## src/rtl/ram_burst_ctrl_if.sv

```systemverilog
// Bundle of command, write-stream, read-stream and RAM-side signals for ram_burst_ctrl.
// The controller uses the slave modport; the environment (source, sink, RAM) uses master.
interface ram_burst_ctrl_if #(
    parameter int DATA_W = 8,
    parameter int ADDR_W = 6
);
    logic              cmd_valid;
    logic              cmd_ready;
    logic              cmd_write;
    logic [ADDR_W-1:0] cmd_addr;
    logic [ADDR_W-1:0] cmd_len_m1;
    logic              wr_valid;
    logic              wr_ready;
    logic [DATA_W-1:0] wr_data;
    logic              rd_valid;
    logic              rd_ready;
    logic [DATA_W-1:0] rd_data;
    logic              busy;
    logic              done;
    logic [DATA_W-1:0] ram_data_in;
    logic [ADDR_W-1:0] ram_addr;
    logic              ram_mode;
    logic [DATA_W-1:0] ram_data_out;

    modport slave (
        input  cmd_valid, cmd_write, cmd_addr, cmd_len_m1,
        input  wr_valid, wr_data, rd_ready, ram_data_out,
        output cmd_ready, wr_ready, rd_valid, rd_data, busy, done,
        output ram_data_in, ram_addr, ram_mode
    );

    modport master (
        output cmd_valid, cmd_write, cmd_addr, cmd_len_m1,
        output wr_valid, wr_data, rd_ready, ram_data_out,
        input  cmd_ready, wr_ready, rd_valid, rd_data, busy, done,
        input  ram_data_in, ram_addr, ram_mode
    );
endinterface

```

## src/rtl/ram_burst_ctrl.sv

```systemverilog
// Burst controller in front of a 64x8 single-port RAM (sync write, async read):
// one command per burst, valid/ready write stream in, registered valid/ready read stream out.
module ram_burst_ctrl #(
    parameter int DATA_W = 8,
    parameter int ADDR_W = 6
) (
    input  logic            clk,
    input  logic            rst,
    ram_burst_ctrl_if.slave bus
);

    typedef enum logic [1:0] {
        IDLE  = 2'd0,
        WRITE = 2'd1,
        READ  = 2'd2,
        DONE  = 2'd3
    } state_t;

    state_t            state_q, state_d;
    logic [ADDR_W-1:0] addr_q, addr_d;
    logic [ADDR_W-1:0] cnt_q, cnt_d;
    logic [ADDR_W-1:0] dcnt_q, dcnt_d;
    logic              iss_done_q, iss_done_d;
    logic              rd_valid_q, rd_valid_d;
    logic [DATA_W-1:0] rd_data_q, rd_data_d;
    logic              cmd_ready_q, cmd_ready_d;
    logic              wr_ready_q, wr_ready_d;
    logic              busy_q, busy_d;
    logic              done_q, done_d;
    logic              load;
    logic              deliver;

    always_comb begin
        state_d    = state_q;
        addr_d     = addr_q;
        cnt_d      = cnt_q;
        dcnt_d     = dcnt_q;
        iss_done_d = iss_done_q;
        rd_valid_d = rd_valid_q;
        rd_data_d  = rd_data_q;
        load       = 1'b0;
        deliver    = 1'b0;

        case (state_q)
            IDLE: begin
                if (bus.cmd_valid && cmd_ready_q) begin
                    addr_d     = bus.cmd_addr;
                    cnt_d      = bus.cmd_len_m1;
                    dcnt_d     = bus.cmd_len_m1;
                    iss_done_d = 1'b0;
                    state_d    = bus.cmd_write ? WRITE : READ;
                end
            end

            WRITE: begin
                if (bus.wr_valid) begin
                    addr_d = addr_q + ADDR_W'(1);
                    if (cnt_q == '0) begin
                        state_d = DONE;
                    end else begin
                        cnt_d = cnt_q - ADDR_W'(1);
                    end
                end
            end

            READ: begin
                // Issue side refills the output register whenever it is empty or draining.
                load    = (!rd_valid_q || bus.rd_ready) && !iss_done_q;
                deliver = rd_valid_q && bus.rd_ready;
                if (load) begin
                    rd_data_d  = bus.ram_data_out;
                    rd_valid_d = 1'b1;
                    addr_d     = addr_q + ADDR_W'(1);
                    if (cnt_q == '0) begin
                        iss_done_d = 1'b1;
                    end else begin
                        cnt_d = cnt_q - ADDR_W'(1);
                    end
                end else if (deliver) begin
                    rd_valid_d = 1'b0;
                end
                if (deliver) begin
                    if (dcnt_q == '0) begin
                        state_d = DONE;
                    end else begin
                        dcnt_d = dcnt_q - ADDR_W'(1);
                    end
                end
            end

            DONE: begin
                state_d = IDLE;
            end

            default: begin
                state_d = IDLE;
            end
        endcase

        cmd_ready_d = (state_d == IDLE);
        wr_ready_d  = (state_d == WRITE);
        busy_d      = (state_d != IDLE);
        done_d      = (state_d == DONE);
    end

    always_ff @(posedge clk) begin
        if (rst) begin
            state_q     <= IDLE;
            addr_q      <= '0;
            cnt_q       <= '0;
            dcnt_q      <= '0;
            iss_done_q  <= 1'b0;
            rd_valid_q  <= 1'b0;
            rd_data_q   <= '0;
            cmd_ready_q <= 1'b1;
            wr_ready_q  <= 1'b0;
            busy_q      <= 1'b0;
            done_q      <= 1'b0;
        end else begin
            state_q     <= state_d;
            addr_q      <= addr_d;
            cnt_q       <= cnt_d;
            dcnt_q      <= dcnt_d;
            iss_done_q  <= iss_done_d;
            rd_valid_q  <= rd_valid_d;
            rd_data_q   <= rd_data_d;
            cmd_ready_q <= cmd_ready_d;
            wr_ready_q  <= wr_ready_d;
            busy_q      <= busy_d;
            done_q      <= done_d;
        end
    end

    // Write strobe is gated by rst so the edge that aborts a burst cannot also write the RAM.
    assign bus.ram_mode    = wr_ready_q && bus.wr_valid && !rst;
    assign bus.ram_addr    = addr_q;
    assign bus.ram_data_in = bus.wr_data;
    assign bus.cmd_ready   = cmd_ready_q;
    assign bus.wr_ready    = wr_ready_q;
    assign bus.rd_valid    = rd_valid_q;
    assign bus.rd_data     = rd_data_q;
    assign bus.busy        = busy_q;
    assign bus.done        = done_q;

endmodule

```

## src/flat_wrapper.sv

```systemverilog
// flat-port wrapper written by rule: the top's interface ports become plain ports
module ram_burst_ctrl_flat 
#(
    parameter int DATA_W = 8,
    parameter int ADDR_W = 6
)
  (clk, rst, bus_cmd_valid, bus_cmd_write, bus_cmd_addr, bus_cmd_len_m1, bus_wr_valid, bus_wr_data, bus_rd_ready, bus_ram_data_out, bus_cmd_ready, bus_wr_ready, bus_rd_valid, bus_rd_data, bus_busy, bus_done, bus_ram_data_in, bus_ram_addr, bus_ram_mode);
  ram_burst_ctrl_if #(.DATA_W(DATA_W), .ADDR_W(ADDR_W)) bus_i ();
  input  logic clk;
  input  logic rst;
  input wire logic [$bits(bus_i.cmd_valid)-1:0] bus_cmd_valid;
  input wire logic [$bits(bus_i.cmd_write)-1:0] bus_cmd_write;
  input wire logic [$bits(bus_i.cmd_addr)-1:0] bus_cmd_addr;
  input wire logic [$bits(bus_i.cmd_len_m1)-1:0] bus_cmd_len_m1;
  input wire logic [$bits(bus_i.wr_valid)-1:0] bus_wr_valid;
  input wire logic [$bits(bus_i.wr_data)-1:0] bus_wr_data;
  input wire logic [$bits(bus_i.rd_ready)-1:0] bus_rd_ready;
  input wire logic [$bits(bus_i.ram_data_out)-1:0] bus_ram_data_out;
  output wire logic [$bits(bus_i.cmd_ready)-1:0] bus_cmd_ready;
  output wire logic [$bits(bus_i.wr_ready)-1:0] bus_wr_ready;
  output wire logic [$bits(bus_i.rd_valid)-1:0] bus_rd_valid;
  output wire logic [$bits(bus_i.rd_data)-1:0] bus_rd_data;
  output wire logic [$bits(bus_i.busy)-1:0] bus_busy;
  output wire logic [$bits(bus_i.done)-1:0] bus_done;
  output wire logic [$bits(bus_i.ram_data_in)-1:0] bus_ram_data_in;
  output wire logic [$bits(bus_i.ram_addr)-1:0] bus_ram_addr;
  output wire logic [$bits(bus_i.ram_mode)-1:0] bus_ram_mode;
  assign bus_i.cmd_valid = bus_cmd_valid;
  assign bus_i.cmd_write = bus_cmd_write;
  assign bus_i.cmd_addr = bus_cmd_addr;
  assign bus_i.cmd_len_m1 = bus_cmd_len_m1;
  assign bus_i.wr_valid = bus_wr_valid;
  assign bus_i.wr_data = bus_wr_data;
  assign bus_i.rd_ready = bus_rd_ready;
  assign bus_i.ram_data_out = bus_ram_data_out;
  assign bus_cmd_ready = bus_i.cmd_ready;
  assign bus_wr_ready = bus_i.wr_ready;
  assign bus_rd_valid = bus_i.rd_valid;
  assign bus_rd_data = bus_i.rd_data;
  assign bus_busy = bus_i.busy;
  assign bus_done = bus_i.done;
  assign bus_ram_data_in = bus_i.ram_data_in;
  assign bus_ram_addr = bus_i.ram_addr;
  assign bus_ram_mode = bus_i.ram_mode;
  ram_burst_ctrl #(.DATA_W(DATA_W), .ADDR_W(ADDR_W)) u_core (.clk(clk), .rst(rst), .bus(bus_i));
endmodule
```

## config.mk

```make
export PLATFORM = sky130hd
export DESIGN_NAME = ram_burst_ctrl_flat
export DESIGN_NICKNAME = d
export VERILOG_FILES = /design/src/rtl/ram_burst_ctrl_if.sv /design/src/rtl/ram_burst_ctrl.sv /design/src/flat_wrapper.sv
export SDC_FILE = /design/constraint.sdc
export NUM_CORES = 1
export LEC_CHECK = 0
export CORE_UTILIZATION = 40
export DETAILED_ROUTE_END_ITERATION = 8
export DONT_BUFFER_PORTS = 1
export GPL_TIMING_DRIVEN = 1
export PLACE_DENSITY_LB_ADDON = 0.05
export SETUP_SLACK_MARGIN = 0.05
export SLEW_MARGIN = 20
export SYNTH_ARGS = -nofsm -noshare
export SYNTH_HDL_FRONTEND = slang
export SYNTH_SLANG_ARGS = --single-unit
```

## constraint.sdc

```tcl
create_clock -name clk -period 2.2 [get_ports clk]
set_input_delay 0.33 -clock clk [delete_from_list [all_inputs] [get_ports clk]]
set_output_delay 0.33 -clock clk [all_outputs]
set_load 0.005 [all_outputs]
```

==> flow_metrics.tcl <==
set metrics [dict create \
    num_rows 25 \
    synth.top_cell.area_share 0.334 \
    worst_hold_startpoint "rst" \
    wl_met1_mm 2.38 \
    place_inst 301 \
    cts_root_buf "clkbuf_8" \
    finalSetupTns_ns 0 \
    netlist_instances 240 \
    cts_setup_buffers 0 \
    synth_top_family_by_area "compound AO/OA/AOI/OAI gates" \
    highest_layer "met4" \
    worst_ep_arrival_time_ns 2.26 \
    synth_edf_count 0 \
    slew_headroom 0.658 \
    synthTopCellsByArea "dfxtp_1 33%, ha_1 5.5%, mux2i_1 4.9%" \
    remaining_drc_errors 0 \
    crit_path_end_kind "register" \
    tritoncts "done" \
    vias 1787 \
    worstMarginPinSlew_ns 0.510 \
    fin_crit_sh 0.935 \
    dieWidth_um 73.4 \
    required_ns 2.40 \
    grt_usage 0.223 \
    drt_iter0_drc 92 \
    synth_simple_gate_area_frac 0.218 \
    grt_pass1_wl_mm 9.09 \
    dp_hpwl_mm 4.02 \
    r2r-end "u_core.cnt_q[0]" \
    drive_gt1_frac 0.132 \
    antenna_found_initial 0 \
    synth_flop_cell "dfxtp_1" \
    r2r-start "u_core.state_q[0]" \
    diodes 0 \
    gp_congestion 0.865 \
    min_to "u_core.state_q[1]" \
    drt_first_pass_iters 4 \
    area_growth_pct 9.32 \
    fin_total_pwr_mw 3.83 \
    synth_xor_area_frac 0 \
    coreArea_um2 4820 \
    wl_met3_um 328 \
    max_freq_mhz 486 \
    whs_path_depth 1 \
    dr_wl_met2_mm 2.53 \
    r2r_cells 6 \
    clkSinkCount 34 \
    crit_type "reg -> reg" \
    synthAdderAreaFrac 0.0552 \
    p_leak_nw 0.833 \
    synth_top_area_cell "dfxtp_1" \
    ioPinCount 62 \
    syn_area_um2 2040 \
    nets 284 \
    clk_path_buf_depth 2 \
    reg2reg_setup_slack_ns 0.14 \
    grt-ovfl-total 0 \
    ys_ff_latch 34 \
    syn-num-nets 283 \
    ant_nets 0 \
    maxCapViolCount 0 \
    p_per_area_nw_per_um2 1710 \
    muxShareOfSynthArea 0.0546 \
    fin_skew_ns 0.0109 \
    avgRoutedWirePerCell_um 17.2 \
    io_buffer_count 0 \
    multiInputGateArea_um2 1180 \
    cts-htree-levels 2 \
    slew_viol_final 0 \
    startpoint_type "register" \
    avgViaCountPerCell 5.78 \
    grt_pass1_vias 1838 \
    crit_fanout 6 \
    peakVddDrop_uv 483 \
    fin_crit_ns 2.06 \
    whs_ns 0.0989 \
    clkSlewWorstSetupHoldPaths_ns 0.08 \
    finalSetupViolCount 0 \
    die_h_um 73.4 \
    hp-class "in -> reg" \
    die-area_um2 5390 \
    synth_warnings 0 \
    hold_viol_final 0 \
    yosysUniqueCellTypes 54 \
    layoutNonFillerInstCount 309 \
    wl_mm 5.32 \
    ys_seq_area_frac 0.334 \
    initial_core_util 0.424 \
    seq_area_um2 683 \
    clk_latency_ns 0.29 \
    avgSynthCellArea_um2 8.50 \
    synth_async_sr_flop_share 0 \
    outcome "finished clean" \
    grt_max_degree 41 \
    fillCellCount 499 \
    cts_buffers 5 \
    synth_compound_area_frac 0.243 \
    rsz0062_at_grt "true" \
]
-- critical path: stages (launching register included) --
cell,delay (ns)
dfxtp_2,0.37
inv_1,0.10
ha_1,0.22
a21boi_4,0.16
or3_4,0.42
o41a_1,0.43
a311oi_1,0.26
-- cells by family after synthesis --
family,Yosys count
mux,11
buf+inv,34
flops,34
compound gates,68
fa+ha+maj,9
simple gates,84
-- routing by layer --
metal	GRT usage	vias to the layer above
li1	-	883
met1	0.285	846
met2	0.368	50
met3	0.0439	8
met4	0.0876	0
met5	0	-
-- cell usage after synthesis, drive strengths merged, types with 2 or more instances --
cell / number
and3: 2
o32ai: 2
a21oi: 18
or4: 2
o41ai: 3
a311o: 3
nand2: 13
nand3: 10
o2bb2ai: 2
ha: 9
buf: 13
a211oi: 5
inv: 15
or3: 3
clkbuf: 5
mux2i: 10
nor4: 3
nor2: 24
a211o: 2
o21ai: 6
nand4b: 2
a311oi: 4
nor2b: 6
o21a: 3
nand4: 3
o31ai: 5
dfxtp: 34
nand2b: 2
o211ai: 2
nor3: 7
o22ai: 3
nor4b: 2
-- stage by stage --
| stage | setup WS, ns | area [µm²] | utilization |
|---|---|---|---|
| finish | 0.143 | 2230 | 0.463 |
| detailed placement | 0.00858 | 2080 | 0.432 |
| global route | 0.00469 | 2230 | 0.463 |
| floorplan | 0.0952 | 2040 | - |
| CTS | 0.0607 | 2220 | 0.462 |
| global placement | 0.168 | 2080 | 0.432 |
-- layout make-up --
class	count	area share
inverter	16	0.0269
clock buffer	5	0.0308
sequential	34	0.306
tap	67	0.0376
timing repair buffer	12	0.0404
clock inverter	3	0.0308
multi-input combinational	172	0.527
-- placed cells by master (no fill, tap or decap), types with 3 or more instances in the layout --
master	synthesis	routed
dfxtp_1	34	32
nor2_1	24	24
a21oi_1	18	18
inv_1	15	15
nand2_1	13	13
buf_4	9	12
nand3_1	10	10
mux2i_1	10	10
ha_1	9	9
nor2b_1	6	6
o31ai_1	5	5
a211oi_1	5	5
nor3_1	5	5
clkbuf_8	1	5
o21ai_0	5	4
a311oi_1	4	4
nand4_1	3	3
o22ai_1	3	3
o21a_1	3	3
a311o_1	3	3
o41ai_1	3	3
nor4_1	3	3
-- flip-flops by register name, indices dropped and copies added, names as in the netlist --
signal,cells
u_core.bus.wr_ready,1
u_core.bus.done,1
u_core.state_q,2
u_core.bus.busy,1
u_core.bus.rd_data,8
u_core.bus.ram_addr,6
u_core.bus.cmd_ready,1
u_core.iss_done_q,1
u_core.cnt_q,6
u_core.bus.rd_valid,1
u_core.dcnt_q,6
-- what timing repair did --
item                                    CTS  global route
endpoints found under the setup margin    1            11
gates cloned                              0             0
gates resized for setup                   2             3
pin swaps                                 0             0
hold buffers                              0             0
-- worst max-delay path by stage --
stage | start | endpoint | depth (start not counted)
final | u_core.state_q[0] | u_core.cnt_q[0] | 6
after global routing | u_core.state_q[0] | u_core.cnt_q[0] | 6
after CTS | u_core.state_q[0] | u_core.cnt_q[0] | 6
after detailed placement | u_core.state_q[1] | u_core.cnt_q[0] | 6
after global placement | u_core.dcnt_q[0] | u_core.bus.cmd_ready | 6
after floorplan | u_core.state_q[0] | u_core.cnt_q[0] | 7
-- power breakdown --
group	switching (mW)	total, mW	internal (mW)
sequential	0.264	1.12	0.852
combinational	1.11	2.01	0.900
clock	0.245	0.699	0.454
(Power assumes the default switching activity.)
